File: config.mk
export PLATFORM = sky130hd
export DESIGN_NAME = mips_muldiv
export DESIGN_NICKNAME = d
export VERILOG_FILES = /design/src/rtl/mips_defs.sv /design/src/rtl/mips_muldiv_negate.sv /design/src/rtl/mips_muldiv.sv
export SDC_FILE = /design/constraint.sdc
export NUM_CORES = 1
export LEC_CHECK = 0
export ABC_AREA = 1
export BUFFER_PORTS_ARGS = -buffer_cell sky130_fd_sc_hd__buf_2
export CAP_MARGIN = 20
export CELL_PAD_IN_SITES_DETAIL_PLACEMENT = 1
export CELL_PAD_IN_SITES_GLOBAL_PLACEMENT = 2
export CORE_MARGIN = 2
export CORE_UTILIZATION = 33
export CTS_CLUSTER_SIZE = 28
export DETAILED_ROUTE_END_ITERATION = 10
export GPL_TIMING_DRIVEN = 0
export PLACE_DENSITY = 0.81
export SLEW_MARGIN = 0
export SYNTH_ARGS = -nofsm -noshare
export SYNTH_HDL_FRONTEND = slang
export SYNTH_SLANG_ARGS = --single-unit
export TNS_END_PERCENT = 10
File: constraint.sdc
create_clock -name clk -period 2.9 [get_ports clk]
set_input_delay 0.435 -clock clk [delete_from_list [all_inputs] [get_ports clk]]
set_output_delay 0.435 -clock clk [all_outputs]
set_load 0.02 [all_outputs]
File: src/rtl/mips_defs.sv
// Shared MIPS decode constants: R-type funct codes, ALU control codes and
// the multiply/divide unit state encoding.
package mips_defs;

  // R-type funct codes
  localparam logic [5:0] F_MFHI  = 6'd16;
  localparam logic [5:0] F_MTHI  = 6'd17;
  localparam logic [5:0] F_MFLO  = 6'd18;
  localparam logic [5:0] F_MTLO  = 6'd19;
  localparam logic [5:0] F_MULT  = 6'd24;
  localparam logic [5:0] F_MULTU = 6'd25;
  localparam logic [5:0] F_DIV   = 6'd26;
  localparam logic [5:0] F_DIVU  = 6'd27;
  localparam logic [5:0] F_ADD   = 6'd32;
  localparam logic [5:0] F_ADDU  = 6'd33;
  localparam logic [5:0] F_SUB   = 6'd34;
  localparam logic [5:0] F_SUBU  = 6'd35;
  localparam logic [5:0] F_AND   = 6'd36;
  localparam logic [5:0] F_OR    = 6'd37;
  localparam logic [5:0] F_XOR   = 6'd38;
  localparam logic [5:0] F_NOR   = 6'd39;
  localparam logic [5:0] F_SLT   = 6'd42;
  localparam logic [5:0] F_SLTU  = 6'd43;

  // ALU control codes
  localparam logic [2:0] ALU_AND = 3'b000;
  localparam logic [2:0] ALU_OR  = 3'b001;
  localparam logic [2:0] ALU_ADD = 3'b010;
  localparam logic [2:0] ALU_XOR = 3'b011;
  localparam logic [2:0] ALU_NOR = 3'b100;
  localparam logic [2:0] ALU_SUB = 3'b110;
  localparam logic [2:0] ALU_SLT = 3'b111;

  // Multiply/divide state encoding
  localparam logic [2:0] ST_IDLE = 3'd0;
  localparam logic [2:0] ST_MUL  = 3'd1;
  localparam logic [2:0] ST_DIV  = 3'd2;
  localparam logic [2:0] ST_FIX  = 3'd3;
  localparam logic [2:0] ST_FIN  = 3'd4;

  typedef enum logic [2:0] {
    S_IDLE = ST_IDLE,
    S_MUL  = ST_MUL,
    S_DIV  = ST_DIV,
    S_FIX  = ST_FIX,
    S_FIN  = ST_FIN
  } md_state_t;

  function automatic logic is_mul_op(input logic [5:0] f);
    return (f == F_MULT) || (f == F_MULTU);
  endfunction

  function automatic logic is_div_op(input logic [5:0] f);
    return (f == F_DIV) || (f == F_DIVU);
  endfunction

  function automatic logic is_signed_op(input logic [5:0] f);
    return (f == F_MULT) || (f == F_DIV);
  endfunction

endpackage

File: src/rtl/mips_muldiv_negate.sv
// Conditional two's-complement negation. Used both to take operand
// magnitudes and to apply the final sign fix to results.
module mips_muldiv_negate #(
  parameter int WIDTH = 32
) (
  input  logic             i_neg,
  input  logic [WIDTH-1:0] i_val,
  output logic [WIDTH-1:0] o_val
);

  assign o_val = i_neg ? (~i_val + WIDTH'(1)) : i_val;

endmodule

File: src/rtl/mips_muldiv.sv
// Iterative multiply/divide unit holding the architectural HI/LO registers.
//
// state | meaning
// IDLE  | waiting for start; MTHI/MTLO complete here in one edge
// MUL   | shift-add multiply, one multiplier bit per cycle (WIDTH cycles)
// DIV   | restoring divide, one quotient bit per cycle (WIDTH cycles)
// FIX   | sign correction, HI/LO written at the end of this cycle
// FIN   | done pulse; HI/LO valid; a new start is accepted here too
module mips_muldiv
  import mips_defs::*;
#(
  parameter int WIDTH = 32
) (
  input  logic             clk,
  input  logic             reset,
  input  logic             start,
  input  logic [5:0]       funct,
  input  logic [WIDTH-1:0] a,
  input  logic [WIDTH-1:0] b,
  output logic             busy,
  output logic             done,
  output logic             div0,
  output logic [WIDTH-1:0] hi,
  output logic [WIDTH-1:0] lo
);

  localparam int CW = $clog2(WIDTH) + 1;
  localparam int W2 = 2 * WIDTH;

  md_state_t r_state, w_next;

  logic [CW-1:0]    r_cnt;
  logic [W2-1:0]    r_acc;     // product, or {0, quotient} during divide
  logic [WIDTH-1:0] r_rem;     // divide partial remainder (always < divisor)
  logic [WIDTH-1:0] r_dvs;     // multiplicand or divisor magnitude
  logic [WIDTH-1:0] r_a_raw;   // raw rs, returned in HI on divide by zero
  logic [WIDTH-1:0] r_hi, r_lo;
  logic             r_sa, r_sb, r_is_div, r_div0;

  logic             w_accept, w_go_mul, w_go_div, w_last;
  logic             w_sa_in, w_sb_in;
  logic [WIDTH-1:0] w_mag_a, w_mag_b;
  logic [WIDTH:0]   w_msum;
  logic [W2-1:0]    w_mul_next;
  logic [WIDTH:0]   w_shift;
  logic             w_ge;
  logic [WIDTH-1:0] w_rem_next;
  logic [WIDTH-1:0] w_quo_next;
  logic [W2-1:0]    w_prod_fix;
  logic [WIDTH-1:0] w_quo_fix, w_rem_fix;

  // FIN behaves like IDLE for request acceptance so ops can run back-to-back
  assign w_accept = (r_state == S_IDLE) || (r_state == S_FIN);
  assign w_go_mul = w_accept && start && is_mul_op(funct);
  assign w_go_div = w_accept && start && is_div_op(funct);
  assign w_last   = (r_cnt == '0);

  assign w_sa_in = is_signed_op(funct) & a[WIDTH-1];
  assign w_sb_in = is_signed_op(funct) & b[WIDTH-1];

  // Most negative input negates to itself, which read unsigned is 2^(WIDTH-1)
  mips_muldiv_negate #(.WIDTH(WIDTH)) u_mag_a (
    .i_neg (w_sa_in),
    .i_val (a),
    .o_val (w_mag_a)
  );

  mips_muldiv_negate #(.WIDTH(WIDTH)) u_mag_b (
    .i_neg (w_sb_in),
    .i_val (b),
    .o_val (w_mag_b)
  );

  // Multiply step: add multiplicand into the upper half when the current
  // multiplier bit (LSB) is set, then shift the whole product right.
  assign w_msum     = {1'b0, r_acc[W2-1:WIDTH]} + (r_acc[0] ? {1'b0, r_dvs} : '0);
  assign w_mul_next = {w_msum, r_acc[WIDTH-1:1]};

  // Divide step: shift the next dividend bit into the remainder and
  // subtract the divisor only if it fits.
  assign w_shift    = {r_rem, r_acc[WIDTH-1]};
  assign w_ge       = (w_shift >= {1'b0, r_dvs});
  assign w_rem_next = w_ge ? WIDTH'(w_shift - {1'b0, r_dvs}) : w_shift[WIDTH-1:0];
  assign w_quo_next = {r_acc[WIDTH-2:0], w_ge};

  mips_muldiv_negate #(.WIDTH(W2)) u_fix_prod (
    .i_neg (r_sa ^ r_sb),
    .i_val (r_acc),
    .o_val (w_prod_fix)
  );

  mips_muldiv_negate #(.WIDTH(WIDTH)) u_fix_quo (
    .i_neg (r_sa ^ r_sb),
    .i_val (r_acc[WIDTH-1:0]),
    .o_val (w_quo_fix)
  );

  // Remainder takes the sign of the dividend
  mips_muldiv_negate #(.WIDTH(WIDTH)) u_fix_rem (
    .i_neg (r_sa),
    .i_val (r_rem),
    .o_val (w_rem_fix)
  );

  // State register
  always_ff @(posedge clk) begin
    if (reset) r_state <= S_IDLE;
    else       r_state <= w_next;
  end

  // Next-state and status outputs
  always_comb begin
    w_next = r_state;
    busy   = 1'b0;
    done   = 1'b0;
    div0   = 1'b0;
    case (r_state)
      S_IDLE: begin
        if (w_go_mul)      w_next = S_MUL;
        else if (w_go_div) w_next = S_DIV;
      end
      S_MUL: begin
        busy = 1'b1;
        if (w_last) w_next = S_FIX;
      end
      S_DIV: begin
        busy = 1'b1;
        if (w_last) w_next = S_FIX;
      end
      S_FIX: begin
        busy   = 1'b1;
        w_next = S_FIN;
      end
      S_FIN: begin
        done = 1'b1;
        div0 = r_div0;
        if (w_go_mul)      w_next = S_MUL;
        else if (w_go_div) w_next = S_DIV;
        else               w_next = S_IDLE;
      end
      default: w_next = S_IDLE;
    endcase
  end

  // Iteration datapath, operand capture and HI/LO write-back
  always_ff @(posedge clk) begin
    if (reset) begin
      r_cnt    <= '0;
      r_acc    <= '0;
      r_rem    <= '0;
      r_dvs    <= '0;
      r_a_raw  <= '0;
      r_sa     <= 1'b0;
      r_sb     <= 1'b0;
      r_is_div <= 1'b0;
      r_div0   <= 1'b0;
      r_hi     <= '0;
      r_lo     <= '0;
    end else begin
      case (r_state)
        S_MUL: begin
          r_acc <= w_mul_next;
          r_cnt <= r_cnt - CW'(1);
        end
        S_DIV: begin
          r_acc <= {{WIDTH{1'b0}}, w_quo_next};
          r_rem <= w_rem_next;
          r_cnt <= r_cnt - CW'(1);
        end
        S_FIX: begin
          if (!r_is_div) begin
            r_hi <= w_prod_fix[W2-1:WIDTH];
            r_lo <= w_prod_fix[WIDTH-1:0];
          end else if (r_div0) begin
            r_hi <= r_a_raw;
            r_lo <= '1;
          end else begin
            r_hi <= w_rem_fix;
            r_lo <= w_quo_fix;
          end
        end
        default: ;
      endcase

      if (w_accept && start) begin
        if (funct == F_MTHI) r_hi <= a;
        if (funct == F_MTLO) r_lo <= a;
        if (w_go_mul || w_go_div) begin
          r_cnt    <= CW'(WIDTH - 1);
          r_rem    <= '0;
          r_a_raw  <= a;
          r_sa     <= w_sa_in;
          r_sb     <= w_sb_in;
          r_is_div <= w_go_div;
          r_div0   <= w_go_div && (b == '0);
          r_acc    <= {{WIDTH{1'b0}}, (w_go_mul ? w_mag_b : w_mag_a)};
          r_dvs    <= w_go_mul ? w_mag_a : w_mag_b;
        end
      end
    end
  end

  assign hi = r_hi;
  assign lo = r_lo;

endmodule

* Word-level counts from Yosys, hierarchy flattened
Index checks and enable logic that the tools add are counted.
Word-level totals: flip-flop bits (word level) 237, bits in latches 0, memory bits (writable) 0, bits in read-only memories 0, bits of input ports 73, output and inout port bits 67, word-level logic and storage cells 94, memories kept 0
Operators by class: $add $sub $neg 8, multiply operators 0, div/mod/pow operators 0, magnitude comparators 1, equality and inequality tests 12, shift-type cells 0, mux-type cells 37, bitwise logic cells 8, reduce and logical (&&, ||, !) cells 16
Operators with widths (count):
- $mux W32 | 21
- $mux W64 | 3
- $add A32 B1 Y32 const B | 4
- $not A32 Y32 | 4
- $pmux W64 S2 | 1
- $add A64 B1 Y64 const B | 1
- $not A64 Y64 | 1
- $eq A6 B5 Y1 const B | 6
- $add A32 B32 Y33 | 1
- $ge A33 B32 Y1 | 1
- $logic_not A32 Y1 | 1
- $sub A32 B32 Y32 | 1
- $mux W6 | 3
- $pmux W3 S4 | 1
- $mux W3 | 3
- $eq A3 B2 Y1 const B | 2
- $logic_not A6 Y1 | 1
- $sub A6 B1 Y6 const B | 1
- $logic_or A1 B1 Y1 | 5
- $logic_and A1 B1 Y1 | 4
- $mux W2 | 2
- $reduce_and A2 Y1 | 2
- $eq A3 B1 Y1 const B | 1
- $eq A3 B3 Y1 const B | 1
- 8 further kinds | 11

* Depth between registers and ports, before layout
Gate-level depths: netlist of run 1.
word-level depth 8, mapped depth 18

* Modules after synthesis
A second synthesis of run 1 with hierarchy kept.
Unflattened totals: cell total of the unflattened synthesis 3675, area total of the unflattened synthesis 22001.1 um^2
By module, submodules not included:
- mips_muldiv | times used 1, cells an instance 2269, area an instance 15100.7 um^2, sequential area each 4744.6 um^2
- mips_muldiv_negate (u_fix_quo ...) | times used 4, cells an instance 227, area an instance 1108.6 um^2, sequential area each 0.0 um^2
- mips_muldiv_negate (u_fix_prod) | times used 1, cells an instance 498, area an instance 2466.1 um^2, sequential area each 0.0 um^2

* Least setup slack after synthesis of run 1
Ideal clock, no wire load.
path kind register to register, from register r_acc[0], to register r_acc[41], setup time 0.132 ns, arrival time 2.048 ns, path slack 0.720 ns, cell stages (with the launch flop) 14, path buffers 2, clock period less this slack 2.180 ns, cell sequence dfxtp_1 buf_2 clkbuf_1 nand2_1 inv_1 ha_1 a21oi_1 o21ai_1 nand2_1 nand2_1 a21o_1 or2_2 nand3_1 a21oi_1
On the way: longest elaborated chain between the ends 5
Ends and longest elaborated chain:
- start: declaration | RTL line mips_muldiv.sv:33 | logic [W2-1:0] r_acc;
- start signal: assignment | RTL line mips_muldiv.sv:162 | r_acc <= w_mul_next;
- start signal: assignment | RTL line mips_muldiv.sv:166 | r_acc <= {{WIDTH{1'b0}}, w_quo_next};
- start signal: assignment | RTL line mips_muldiv.sv:196 | r_acc <= {{WIDTH{1'b0}}, (w_go_mul ? w_mag_b : w_mag_a)};
- $mux W32 (*) | RTL line mips_muldiv.sv:76 | assign w_msum = {1'b0, r_acc[W2-1:WIDTH]} + (r_acc[0] ? {1'b0, r_dvs} : '0);
- $add A32 B32 Y33 (*) | RTL line mips_muldiv.sv:76
- $pmux W64 S2 (*) | RTL line mips_muldiv.sv:160 | case (r_state)
- $mux W64 | RTL line mips_muldiv.sv:188 | if (w_go_mul || w_go_div) begin
- $mux W64 (*) | RTL line mips_muldiv.sv:185 | if (w_accept && start) begin
Mark *: on every way between the ends. The rest lies on a longest branch, timed or not. A chain may end at the register's enable or synchronous reset.

* Worst setup path after layout of run 1
from register r_dvs[18], to register r_rem[24]
On the way: longest elaborated chain between the ends 5, elaborated cells on any way between the ends 6, those cells by class 1 x add/sub; 1 x order compare; 4 x mux
Ends and longest elaborated chain:
- start: declaration | RTL line mips_muldiv.sv:35 | logic [WIDTH-1:0] r_dvs;
- start signal: assignment | RTL line mips_muldiv.sv:197 | r_dvs <= w_go_mul ? w_mag_a : w_mag_b;
- $sub A32 B32 Y32 or $ge A33 B32 Y1 (tied branches) | RTL line mips_muldiv.sv:83, mips_muldiv.sv:82
- $mux W32 (*) | RTL line mips_muldiv.sv:83 | assign w_rem_next = w_ge ? WIDTH'(w_shift - {1'b0, r_dvs}) : w_shift[WIDTH-1:0];
- $mux W32 (*) | RTL line mips_muldiv.sv:160
- $mux W32 | RTL line mips_muldiv.sv:188
- $mux W32 (*) | RTL line mips_muldiv.sv:185
- end signal: assignment | RTL line mips_muldiv.sv:167 | r_rem <= w_rem_next;
- end: declaration | RTL line mips_muldiv.sv:34 | logic [WIDTH-1:0] r_rem;
Marked as above.

==> results of run 1 <==
worst paths after layout:
check | to | from | slack, ns | cells past startpoint
max | r_rem[24] | r_dvs[18] | -0.002 | 15
min | lo[30] | a[30] | 0.18 | 3
max reg2reg | r_rem[24] | r_dvs[18] | -0.002 | 15
min reg2reg | r_a_raw[7] | r_a_raw[7] | 0.47 | 2
stage by stage:
step / power (mW) / utilization, % / setup WS (ns) / hold WS, ns / instances
4_1_cts: 23.7 / 38.2 / 0.0127 / 0.154 / 4465
3_5_place_dp: 19.2 / 36.2 / -0.181 / 0.456 / 4403
5_1_grt: 25.7 / 38.3 / -0.0987 / 0.172 / 4465
6_report: 24.0 / 38.3 / -0.00205 / 0.179 / 4469
3_3_place_gp: 18.9 / 36.2 / -0.159 / 0.445 / 4403
2_1_floorplan: 14.2 / - / 0.720 / 0.429 / 3484
cells by family after synthesis:
family,after synthesis,synth area share [%]
fa+ha+maj,72,4.52
compound gates,777,21.2
simple gates,1761,36.6
flops,237,23.4
xor+xnor,74,3.24
buf+inv,563,11.0
what timing repair did:
action                                  CTS  global route
pin swaps                                 0             1
resized for setup                         3            29
buffers inserted                          0             0
endpoints found under the setup margin   15            39
cell type report:
type	instances	area, um^2	share of cell area [%]
clock buffer	48	1010	4.35
buffer	140	642	2.77
clock inverter	15	168	0.723
sequential	237	4750	20.5
timing repair buffer	137	686	2.96
inverter	422	1590	6.85
tap	782	978	4.22
antenna	4	10.0	0.0432
multi-input combinational	2684	13400	57.6
report_power, final:
part           total, mW  switching [mW]  internal [mW]
registers           4.18           0.619           3.56
logic               15.3            10.7           4.57
clock network       4.53            1.83           2.71
worst reg2reg max path, cell delays in order (launching register included):
cell and delay (ns):
dfxtp_1 0.54, inv_1 0.19, ha_1 0.40, nand2_1 0.12, nor2_2 0.16, nand2_1 0.14, nor2_2 0.20, nand3_1 0.11
nand2_1 0.12, nor2_4 0.08, nand2_8 0.12, buf_6 0.18, nand3_1 0.21, nand3_1 0.18, nand2_1 0.07, inv_1 0.05
cells in the mapped netlist (14+ instances only):
cell      instances  share of area (%)
a21oi_1         339                8.4
a31oi_1          21               0.65
buf_1            17               0.32
buf_2            41                1.0
clkbuf_1         72                1.3
dfxtp_1         237                 23
ha_1             70                4.3
inv_1           409                7.6
nand2_1         959                 18
nand3_1         272                6.7
nand3b_1         28                1.0
nand4_1          30               0.93
nor2_1          373                6.9
nor2_2           17               0.53
nor3_1           33               0.82
o211ai_1         32                1.2
o21ai_0         242                6.0
o21ai_1          21               0.52
o221ai_1         14               0.61
o22ai_1          52                1.6
or2_2            14               0.43
xor2_1           60                2.6
placed cells by master, fill, tap and decap left out, drive strengths merged, types with 3 or more instances in the layout:
cell and n:
buf 206, a221oi 12, nor3 33, nand3b 28, o22ai 52, inv 421
nand3 278, o211ai 32, clkinvlp 4, or2 21, o21bai 10, nand4 31
o21a 7, clkinv 9, nor2 394, a21o 9, a31oi 21, ha 70
nand2 965, a21oi 342, xnor2 13, bufinv 3, o31ai 5, xor2 61
o21ai 264, nor4 7, o221ai 14, dfxtp 237, diode 4, clkbuf 119
routing by layer:
metal | vias to the layer above | wire, um | global-route usage (%)
li1 | 11800 | - | -
met2 | 921 | 52700 | 58.3
met5 | - | 0 | 0
met4 | 0 | 5530 | 15.5
met3 | 222 | 8760 | 6.91
met1 | 12600 | 52700 | 48.9
flip-flops by register name, indices dropped and copies added (netlist names):
signal,cells
hi,32
lo,32
r_a_raw,32
r_acc,64
r_cnt,6
r_div0,1
r_dvs,32
r_is_div,1
r_rem,32
r_sa,1
r_sb,1
r_state,3
==> results.json, run 1 <==
{
  "synthArstFlopShare_pct": 0,
  "cpMaxStageDelayCell": "dfxtp_1",
  "track_usage_pct": 36.8,
  "ys_types": 57,
  "fin_setup_tns_ns": -0.00205,
  "grt_max_degree": 12,
  "nFillCells": 8289,
  "yosysWarnings": 0,
  "wirelength_um": 120000,
  "hold_path_class": "input pin to register",
  "seq_area_frac_synth_pct": 23.4,
  "slowest_delay_ns": 0.54,
  "initial_core_util_pct": 33.5,
  "tightestPinTransition_ns": 0.933,
  "layout-drive-gt1-share_pct": 9.07,
  "tritoncts": "done",
  "status": "finished, violations left",
  "setup_viol": 1,
  "path_delay_family": "simple AND/OR/NAND/NOR gates",
  "die_height_um": 252,
  "pin_count": 140,
  "ys_ff_latch": 237,
  "die-area_um2": 63400,
  "io_buffers": 137,
  "period_share_pct": 100,
  "cts.clk_slew.worst_paths_ns": 0.06,
  "crit_chain": "inv_1, ha_1, nand2_1, nor2_2, nand2_1, nor2_2, nand3_1, nand2_1, nor2_4, nand2_8, buf_6, nand3_1, nand3_1, nand2_1, inv_1",
  "antenna_found_initial": 6,
  "syn_to_final_growth_pct": 14.4,
  "worstPathRequired_ns": 3.41,
  "max_cap_violations": 0,
  "grt_overflow": 0,
  "h-tree-depth": 2,
  "vias": 25500,
  "setup.worst_path.start_class": "register",
  "syn_nets": 3629,
  "insertion_delay_ns": 0.58,
  "p_leak_nw": 11.2,
  "first_pass_iters": 7,
  "postRouteAntennaNets": 0,
  "skew_ns": 0.0242,
  "rows": 90,
  "worstPathMaxFanout": 10,
  "layout_setup_ws_ns": -0.00205,
  "ctsHoldBuffers": 0,
  "ctsRootBufferMaster": "clkbuf_16",
  "drc": 0,
  "final_hold_viol_count": 0,
  "synth-edff-count": 0,
  "synth_cells": 3484,
  "arrival_ns": 3.42,
  "cts.sink_count": 237,
  "violations": "setup timing",
  "drt_iter0_drc": 2192,
  "die_width_um": 252,
  "max-slew-margin-rel_pct": 37.2,
  "core_um2": 60500,
  "gp_congestion": 1.05,
  "placement.cell_area_um2": 21900,
  "wire_per_inst_um": 26.8,
  "slew_viol_final": 0,
  "cts_buffer_depth": 3,
  "netlist_area_um2": 20300,
  "ir_worst_vdd_mv": 1.10,
  "stdcell_area_um2": 23200,
  "p_per_area_nw_per_um2": 1040,
  "cp_common_cell": "nand2_1",
  "postSynthAreaPerCell_um2": 5.81,
  "min_period_ns": 2.90,
  "grt_first_pass_wirelength_um": 171000,
  "rsz0062_at_grt": "true",
  "viasPerCell": 5.71,
  "hpwlAfterDp_um": 99700,
  "synthFlopType": "dfxtp_1",
  "fin_nets": 3802,
  "path_buf_inv": 3,
  "endpoint_kind": "register",
  "max_freq_mhz": 345,
  "grt_pass1_vias": 25100,
  "critical_path_class": "register to register",
  "numCtsBuffers": 35
}
Note: power is estimated with default switching activity, not from simulation.
==> run 2: changes to the inputs <==
--- a/config.mk
+++ b/config.mk
@@ -10,6 +10,7 @@
 export CAP_MARGIN = 20
 export CELL_PAD_IN_SITES_DETAIL_PLACEMENT = 1
 export CELL_PAD_IN_SITES_GLOBAL_PLACEMENT = 2
+export CORE_ASPECT_RATIO = 0.9
 export CORE_MARGIN = 2
 export CORE_UTILIZATION = 33
 export CTS_CLUSTER_SIZE = 28
==> results.json, run 2 (synthesis gave the netlist of run 1 again) <==
{
  "grt_max_degree": 15,
  "tightestPinTransition_ns": 0.982,
  "final_cell_mix": "956 x nand2_1, 408 x inv_1, 371 x nor2_1",
  "io_buffers": 137,
  "pre_cts_ws_ns": -0.315,
  "cts.clk_slew.worst_paths_ns": 0.07,
  "die_width_um": 265,
  "period_share_pct": 97.8,
  "pin_count": 140,
  "arrival_ns": 3.32,
  "largest_reg_flops": 64,
  "worstPathRequired_ns": 3.39,
  "drc": 0,
  "hold_path_class": "input pin to register",
  "final_hold_viol_count": 0,
  "wire_per_inst_um": 27.0,
  "fin_setup_tns_ns": 0,
  "layout_commonest_cell": "nand2_1",
  "fin_nets": 3798,
  "slew_viol_final": 0,
  "drt_iter0_drc": 2359,
  "core_um2": 61000,
  "wirelength_um": 120000,
  "max_freq_mhz": 353,
  "worstPathMaxFanout": 10,
  "grt_overflow": 0,
  "grt_pass1_vias": 25100,
  "track_usage_pct": 37.0,
  "rows": 86,
  "numCtsBuffers": 31,
  "gp_congestion": 1.02,
  "layout-drive-gt1-share_pct": 8.87,
  "initial_core_util_pct": 33.2,
  "syn_to_final_growth_pct": 13.9,
  "viasPerCell": 5.72,
  "endpoint_kind": "register",
  "p_leak_nw": 11.1,
  "postRouteAntennaNets": 0,
  "min_period_ns": 2.83,
  "critical_path_class": "register to register",
  "hpwlAfterDp_um": 101000,
  "setup_viol": 0,
  "rsz0062_at_grt": "true",
  "max-slew-margin-rel_pct": 33.9,
  "top_register": "r_acc",
  "die_height_um": 239,
  "tritoncts": "done",
  "cts_buffer_depth": 3,
  "status": "completed",
  "setup.worst_path.start_class": "register",
  "vias": 25600,
  "first_pass_iters": 5,
  "cts.sink_count": 237,
  "insertion_delay_ns": 0.63,
  "grt_first_pass_wirelength_um": 172000,
  "h-tree-depth": 1,
  "ctsRootBufferMaster": "clkbuf_16",
  "max_cap_violations": 0,
  "skew_ns": 0.0461,
  "p_per_area_nw_per_um2": 1030,
  "die-area_um2": 63400,
  "ir_worst_vdd_mv": 1.24,
  "antenna_found_initial": 4,
  "layout_setup_ws_ns": 0.0651
}
run 2: cell count changes in the layout (fill, tap and decap cells not counted), moves of 2 or more:
cell,delta
bufinv_16,+2
clkbuf_1,-3
clkbuf_16,-6
clkbuf_8,+2
clkinvlp_4,-3
diode_2,-3
nor2_1,+3
nor2_2,-2
run 2: path summary, 6_finish.rpt:
| path | start | end | slack, ns | depth (start not counted) |
|---|---|---|---|---|
| worst max register to register | r_dvs[17] | r_rem[24] | 0.07 | 15 |
| worst max-delay path | r_dvs[17] | r_rem[24] | 0.07 | 15 |
| worst min-delay path | a[30] | lo[30] | 0.11 | 3 |
| worst min register to register | r_a_raw[25] | r_a_raw[25] | 0.48 | 2 |
run 2: critical path, cell delays in order, from the launching register on:
cell and delay, ns:
dfxtp_1 0.51, inv_1 0.15, ha_1 0.38, nand2_1 0.16, nor2_2 0.07, nand2_1 0.10
nor2_2 0.07, nand3_1 0.09, nand2_1 0.06, nor2_2 0.35, nand2_8 0.12, buf_6 0.18
nand3_1 0.20, nand3_1 0.15, nand2_1 0.09, inv_1 0.04
run 2: cell type report:
type / count / area (um^2)
clock buffer: 41 / 873
fill: 8300 / 37900
timing repair buffer: 137 / 686
sequential: 237 / 4750
tap: 792 / 991
multi-input combinational: 2684 / 13300
antenna: 1 / 2.50
clock inverter: 14 / 205
buffer: 140 / 644
inverter: 422 / 1590
run 2: what timing repair did:
item / CTS / global route
resized for setup: 4 / 23
hold endpoints to repair: 0 / 0
endpoints found under the setup margin: 13 / 30
hold buffers: 0 / 0
buffers inserted: 0 / 0
pin swaps: 0 / 1
run 2: where the power goes:
| group | total [mW] | internal (mW) | switching (mW) |
|---|---|---|---|
| clock | 4.25 | 2.54 | 1.71 |
| combinational | 15.3 | 4.55 | 10.7 |
| sequential | 4.20 | 3.56 | 0.641 |
| total | 23.7 | 10.6 | 13.1 |
run 2: layer usage:
| metal | global-route usage [%] | vias to the layer above | share of wire [%] |
|---|---|---|---|
| met1 | 51.7 | 12500 | 45 |
| met4 | 13.4 | 2 | 4.0 |
| li1 | - | 11800 | - |
| met3 | 5.17 | 183 | 8.0 |
| met5 | 0 | - | 0.0075 |
| met2 | 57.9 | 1053 | 43 |
run 2: metrics by stage:
stage	utilization [%]	hold WS, ns	cell area, um^2	cells	power [mW]
after floorplan	-	0.429	20300	3484	14.2
after global placement	35.9	0.442	21900	4413	18.9
after detailed placement	35.9	0.466	21900	4413	19.2
after CTS	37.7	0.0987	23000	4467	23.4
after global routing	37.8	0.151	23100	4467	25.4
final	37.8	0.109	23100	4468	23.7
